## src/rtl/arrhythmia_feature_loader.sv

```systemverilog
// Serial feature-byte loader for the arrhythmia decision tree: captures five feature bytes per sample.
// Optional statistics counters are built when FEAT_LOADER_STATS_EN is defined.
module arrhythmia_feature_loader #(
  parameter int NUM_FEATURES = 279,
  parameter int IDX0 = 13,
  parameter int IDX1 = 27,
  parameter int IDX2 = 235,
  parameter int IDX3 = 264,
  parameter int IDX4 = 278
) (
  input  logic        clk,
  input  logic        rst_n,
  input  logic        in_valid,
  output logic        in_ready,
  input  logic [7:0]  in_data,
  input  logic        in_last,
  output logic        out_valid,
  input  logic        out_ready,
  output logic [7:0]  X13,
  output logic [7:0]  X27,
  output logic [7:0]  X235,
  output logic [7:0]  X264,
  output logic [7:0]  X278,
  output logic        len_err,
  output logic [15:0] sample_cnt,
  output logic [7:0]  err_cnt
);

  localparam logic [1:0] COLLECT = 2'd0;
  localparam logic [1:0] HOLD    = 2'd1;
  localparam logic [1:0] DRAIN   = 2'd2;

  localparam logic [8:0] LAST_IDX = 9'(NUM_FEATURES - 1);
  localparam logic [4:0][8:0] SEL = {9'(IDX4), 9'(IDX3), 9'(IDX2), 9'(IDX1), 9'(IDX0)};

  logic [1:0]      state;
  logic [1:0]      state_nxt;
  logic [8:0]      idx;
  logic [4:0][7:0] shadow;
  logic [4:0][7:0] sh_nxt;
  logic            accept;
  logic            good;
  logic            bad;

  // Next-state decode; the current byte is folded into sh_nxt so a final byte that
  // is itself a selected feature reaches X* on the same edge.
  always_comb begin
    accept    = in_valid && in_ready;
    state_nxt = state;
    good      = 1'b0;
    bad       = 1'b0;
    sh_nxt    = shadow;
    for (int k = 0; k < 5; k++) begin
      if (state == COLLECT && accept && idx == SEL[k]) begin
        sh_nxt[k] = in_data;
      end else begin
        sh_nxt[k] = shadow[k];
      end
    end
    case (state)
      COLLECT: begin
        if (accept && in_last && idx == LAST_IDX) begin
          good      = 1'b1;
          state_nxt = HOLD;
        end else if (accept && in_last) begin
          bad       = 1'b1;
        end else if (accept && idx == LAST_IDX) begin
          bad       = 1'b1;
          state_nxt = DRAIN;
        end else begin
          state_nxt = COLLECT;
        end
      end
      HOLD: begin
        if (out_ready) state_nxt = COLLECT;
        else           state_nxt = HOLD;
      end
      DRAIN: begin
        if (accept && in_last) state_nxt = COLLECT;
        else                   state_nxt = DRAIN;
      end
      default: state_nxt = COLLECT;
    endcase
  end

  // Datapath and handshake registers; in_ready is registered from the next state.
  always_ff @(posedge clk) begin
    if (!rst_n) begin
      state     <= COLLECT;
      idx       <= 9'd0;
      shadow    <= '0;
      X13       <= 8'd0;
      X27       <= 8'd0;
      X235      <= 8'd0;
      X264      <= 8'd0;
      X278      <= 8'd0;
      out_valid <= 1'b0;
      in_ready  <= 1'b0;
      len_err   <= 1'b0;
    end else begin
      state    <= state_nxt;
      shadow   <= sh_nxt;
      len_err  <= bad;
      in_ready <= (state_nxt != HOLD);
      if (good) begin
        X13       <= sh_nxt[0];
        X27       <= sh_nxt[1];
        X235      <= sh_nxt[2];
        X264      <= sh_nxt[3];
        X278      <= sh_nxt[4];
        out_valid <= 1'b1;
      end else if (state == HOLD && out_ready) begin
        out_valid <= 1'b0;
      end
      // idx stays frozen at LAST_IDX while draining an overlong sample
      if (accept && in_last && state != HOLD) begin
        idx <= 9'd0;
      end else if (accept && state == COLLECT && idx != LAST_IDX) begin
        idx <= idx + 9'd1;
      end
    end
  end

`ifdef FEAT_LOADER_STATS_EN
  // Saturating sample and error counters, updated on the same edge as out_valid/len_err.
  always_ff @(posedge clk) begin
    if (!rst_n) begin
      sample_cnt <= 16'd0;
      err_cnt    <= 8'd0;
    end else begin
      if (good && sample_cnt != 16'hFFFF) sample_cnt <= sample_cnt + 16'd1;
      if (bad && err_cnt != 8'hFF)        err_cnt    <= err_cnt + 8'd1;
    end
  end
`else
  assign sample_cnt = 16'd0;
  assign err_cnt    = 8'd0;
`endif

endmodule

```

## config.mk

```make
export PLATFORM = sky130hd
export DESIGN_NAME = arrhythmia_feature_loader
export DESIGN_NICKNAME = d
export VERILOG_FILES = /design/src/rtl/arrhythmia_feature_loader.sv
export SDC_FILE = /design/constraint.sdc
export NUM_CORES = 1
export LEC_CHECK = 0
export BUFFER_PORTS_ARGS = -buffer_cell sky130_fd_sc_hd__buf_4
export CORE_MARGIN = 2
export CORE_UTILIZATION = 30
export CTS_CLUSTER_DIAMETER = 30
export DETAILED_ROUTE_END_ITERATION = 10
export PLACE_DENSITY = 0.52
export SETUP_SLACK_MARGIN = 0.1
export SLEW_MARGIN = 20
export SYNTH_ARGS = -nofsm -noshare
export SYNTH_HDL_FRONTEND = slang
export SYNTH_SLANG_ARGS = --single-unit
```

## constraint.sdc

```tcl
create_clock -name clk -period 3.5 [get_ports clk]
set_input_delay 0.7 -clock clk [delete_from_list [all_inputs] [get_ports clk]]
set_output_delay 0.7 -clock clk [all_outputs]
set_load 0.02 [all_outputs]
```

* Yosys cells after proc, flatten, opt, wreduce, memory -nomap -nowiden
Index checks and enable logic that the tools add are counted.
Storage, ports and cells: ROM bits 0, output and inout port bits 67, flip-flop bits (word level) 94, bits in writable memories 0, bits in latches 0, logic and storage cells 62, memories kept 0, bits of input ports 13
Cells by class: add/subtract/negate cells 1, shifts and indexed selects 0, bitwise operators 2, multiply operators 0, reduce and logical (&&, ||, !) cells 17, muxes and demuxes 17, equal/unequal tests 10, magnitude comparators 0, div/mod/pow operators 0
Operators by type and width (number):
- 2-to-1 mux 8 bit | 5
- equality test 9 bit (second input constant) | 2
- logical AND 1 bit | 13
- adder 9 x 1 -> 9 bit (second input constant) | 1
- equality test 9 x 4 -> 1 bit (second input constant) | 1
- equality test 9 x 5 -> 1 bit (second input constant) | 1
- equality test 9 x 8 -> 1 bit (second input constant) | 1
- != test 9 bit (second input constant) | 1
- 2-to-1 mux 2 bit | 4
- 2-to-1 mux 1 bit | 7
- one-hot mux 2 bit (3 select lines) | 1
- != test 2 x 1 -> 1 bit (second input constant) | 2
- OR reduction 3 bit | 1
- equality test 2 x 1 -> 1 bit (second input constant) | 1
- equality test 2 bit (second input constant) | 1
- logical NOT 2 bit | 1
- inverter 1 bit | 2
- nonzero test 2 bit | 1
- OR reduction 2 bit | 1

* Logic depth before layout (Yosys ltp)
word-level depth 7, depth in mapped cells 7, depth with buffers taken out 5

* Worst setup path after synthesis
OpenSTA, ideal clock, no wires.
path type input-to-reg, from input port in_valid, to register shadow[10] (netlist name), data required time 3.428 ns, setup slack 1.600 ns, stages 4, arrival time 1.829 ns, cells stage by stage nand4bb_1 clkbuf_1 nor4_4 mux2i_1
Between the ends: cells in the longest elaborated chain, start to end 4
Ends and longest elaborated chain:
- start, declared | RTL line 13 | input logic in_valid,
- logical AND 1 bit | RTL line 48 | accept = in_valid && in_ready;
- logical AND 1 bit (2 in series) | RTL line 54 | if (state == COLLECT && accept && idx == SEL[k]) begin
- 2-to-1 mux 8 bit | RTL line 54
- end signal, assigned | RTL line 102 | shadow <= sh_nxt;
- end, declared | RTL line 39 | logic [4:0][7:0] shadow;
Every way passes these cells. A chain may end at the register's enable or synchronous reset.

* Worst setup path in the final report
from input port in_valid, to register shadow[21] (netlist name)
The elaborated chain is that of the path after synthesis.

==> impl_metrics.csv <==
group,metric,value,unit
routing,m1WireLength,3880,um
setup_path,crit_fanout,11,
placed_design,globalplace.congestion,0.801,
clock_tree,h-tree-depth,3,
synthesis,muxShareOfSynthArea,21.4,%
layout,multi_input_area,1710,sq um
clock_tree,clock_path_buffers,2,
routing,remaining_drc_errors,0,
synthesis,synth_top_family_by_area,"multiplexers",
synthesis,synthCells,372,
synthesis,avgSynthCellArea,9.82,sq um
synthesis,synthAdderAreaFrac,1.37,%
routing,dr.pass1.iters,4,
placed_design,dpl-instance-area,4080,sq um
synthesis,seq_area_frac_synth,47.1,%
routing,antenna_left,0,
clock_tree,clkTransAtPathRegs,0.07,ns
global_routing,antenna_found_initial,0,
placed_design,detailed_place_hpwl,5400,um
synthesis,ys_warn_count,0,
global_routing,grt_max_degree,82,
sta,drv_slew,0,
global_routing,grt_pass1_wl,13500,um
layout,layout_commonest_cell,"dfxtp_1",
clock_tree,insertion_delay,0.34,ns
setup_path,r2r_slack,1.41,ns
layout,final_cell_mix,"86 x dfxtp_1, 85 x nand2_1, 78 x mux2i_1, 60 x buf_4, 24 x conb_1",
floorplan,die_area,13100,sq um
setup_path,cp-start-kind,"input port",
routing,wl,8140,um
global_routing,grt_pass1_vias,2524,
min_path,min_path_type,"flop to flop",
layout,seq_area,1720,sq um
setup_path,crit_path_end_kind,"flop",
setup_path,r2r_cells,3,
synthesis,async_flop_share,0,%
setup_path,cp-startpoint,"in_valid",
setup_path,regToRegEndpoint,"shadow[21]",
power,vdd_drop_max,0.000240,V
power,power_leakage,2.11,nW
routing,vias_per_cell,4.71,
layout,num-fill-cells,1205,
sta,skew,0.0128,ns
sta,hold_violations,0,
global_routing,grt-ovfl-total,0,
clock_tree,cts_sinks,86,
layout,fin_nets,433,
floorplan,rows,40,
layout,drive_gt1_share,18.6,%
sta,period_needed,2.13,ns
sta,layout_worst_path_cycle_share,60.8,%
synthesis,ys.flop_type,"dfxtp_1",
layout,antennaDiodeCount,0,
sta,maxSlewHeadroom,45.7,%
routing,dr_wl_met2,3690,um
setup_path,critPathCapture,"shadow[21]",
setup_path,cp.required,3.71,ns
synthesis,synth_edf_count,0,
setup_path,r2r-start,"state[0]",
synthesis,synth-compound-area-share,5.41,%
synthesis,synth-simple-area-share,16.1,%
flow_run,cap_viol_max_count,0,
floorplan,core,12000,sq um
routing,top_layer,"met4",
clock_tree,cts_resized,0,
layout,final_area,4410,sq um
synthesis,ys_ff_latch,86,
synthesis,synthXorXnorAreaFrac,0,%
setup_path,crit_type,"input port to flop",
clock_tree,holdBufCountCts,0,
floorplan,fp.dieW,114,um
power,powerDensity,478,nW/um^2
run_status,status,"finished, final reports clean",
sta,rsz0062_at_grt,"false",
clock_tree,cts_tree,"done",
routing,dr_total_vias,2666,
synthesis,yosysUniqueCellTypes,37,
setup_path,arrival,2.34,ns
sta,fmax,470,MHz
routing,wl_per_cell,14.4,um
floorplan,start_util,30.5,%
clock_tree,cts_made_buffers,9,
floorplan,ios,80,
routing,drt_iter0_drc,128,
floorplan,dieHeight,114,um
clock_tree,cts_setup_buffers,0,
sta,tns,0,ns
synthesis,syn_area,3650,sq um
clock_tree,root_buffer,"clkbuf_16",
global_routing,grt_usage,13.3,%
layout,area.growth.synth_to_final,20.6,%
sta,tightest_slew,0.814,ns
sta,setup-violations-final,0,
routing,dr_wl_met3,442,um
placed_design,io_buffers,55,
==> worst max-delay path, stage by stage <==
cell	delay [ns]
buf_4	0.10
nand4bb_1	0.42
or4_1	0.91
mux2i_1	0.20
==> state kept, by name (all words and copies together) (netlist names) <==
register and count:
X13 8, X235 8, X264 8, X27 8, X278 8, idx 9, in_ready 1, len_err 1
out_valid 1, shadow 32, state 2
==> cells in the mapped netlist (5+ instances only) <==
master / count / share of area, %
a21oi_1: 5 / 0.69
buf_2: 5 / 0.69
buf_4: 24 / 4.9
clkbuf_1: 20 / 2.1
dfxtp_1: 86 / 47
inv_1: 5 / 0.51
mux2i_1: 78 / 21
nand2_1: 85 / 8.7
nand4_1: 5 / 0.86
o211ai_1: 10 / 2.1
==> area by class of cell <==
type | count | share of cell area (%)
clock buffers | 11 | 5.74
clock inverters | 3 | 1.56
inverters | 5 | 0.426
multi-input cells | 254 | 38.8
flip-flops and latches | 86 | 39.1
well taps | 147 | 4.17
repair buffers | 60 | 10.2
==> power by group <==
part           switching, mW  internal [mW]
sequential           0.00334          0.981
clock                  0.379          0.657
combinational         0.0645         0.0204
total                  0.447           1.66
==> logic make-up (layout without fill, tap and decap cells) <==
group,after synthesis,after routing
compound gates,28,28
simple gates,120,120
flops,86,86
other cells,1,24
fa+ha+maj,4,4
mux,78,78
buf+inv,55,79
==> worst min-delay path by stage <==
| stage | to | depth (start not counted) | startpoint |
|---|---|---|---|
| final | X235[7] | 2 | X235[7] |
| after global routing | X13[1] | 2 | shadow[1] |
| after CTS | X13[4] | 2 | X13[4] |
| after detailed placement | X235[7] | 2 | X235[7] |
| after global placement | X13[5] | 2 | X13[5] |
| after floorplan | X27[0] | 2 | shadow[8] |
==> through the flow <==
step | setup slack (ns) | cells | hold WS (ns) | total power [mW] | utilization, %
2_1_floorplan | 1.60 | 395 | 0.442 | 1.08 | -
3_3_place_gp | 1.06 | 552 | 0.450 | 1.09 | 34.1
3_5_place_dp | 1.01 | 552 | 0.454 | 1.09 | 34.1
4_1_cts | 1.37 | 566 | 0.463 | 2.13 | 36.8
5_1_grt | 1.27 | 566 | 0.478 | 2.18 | 36.8
6_report | 1.37 | 566 | 0.458 | 2.11 | 36.8
==> layer usage <==
layer	global-route usage (%)	vias up
li1	-	1323
met1	18.1	1257
met2	20.3	76
met3	3.76	10
met4	4.88	0
met5	0	-
(Power assumes the default switching activity.)
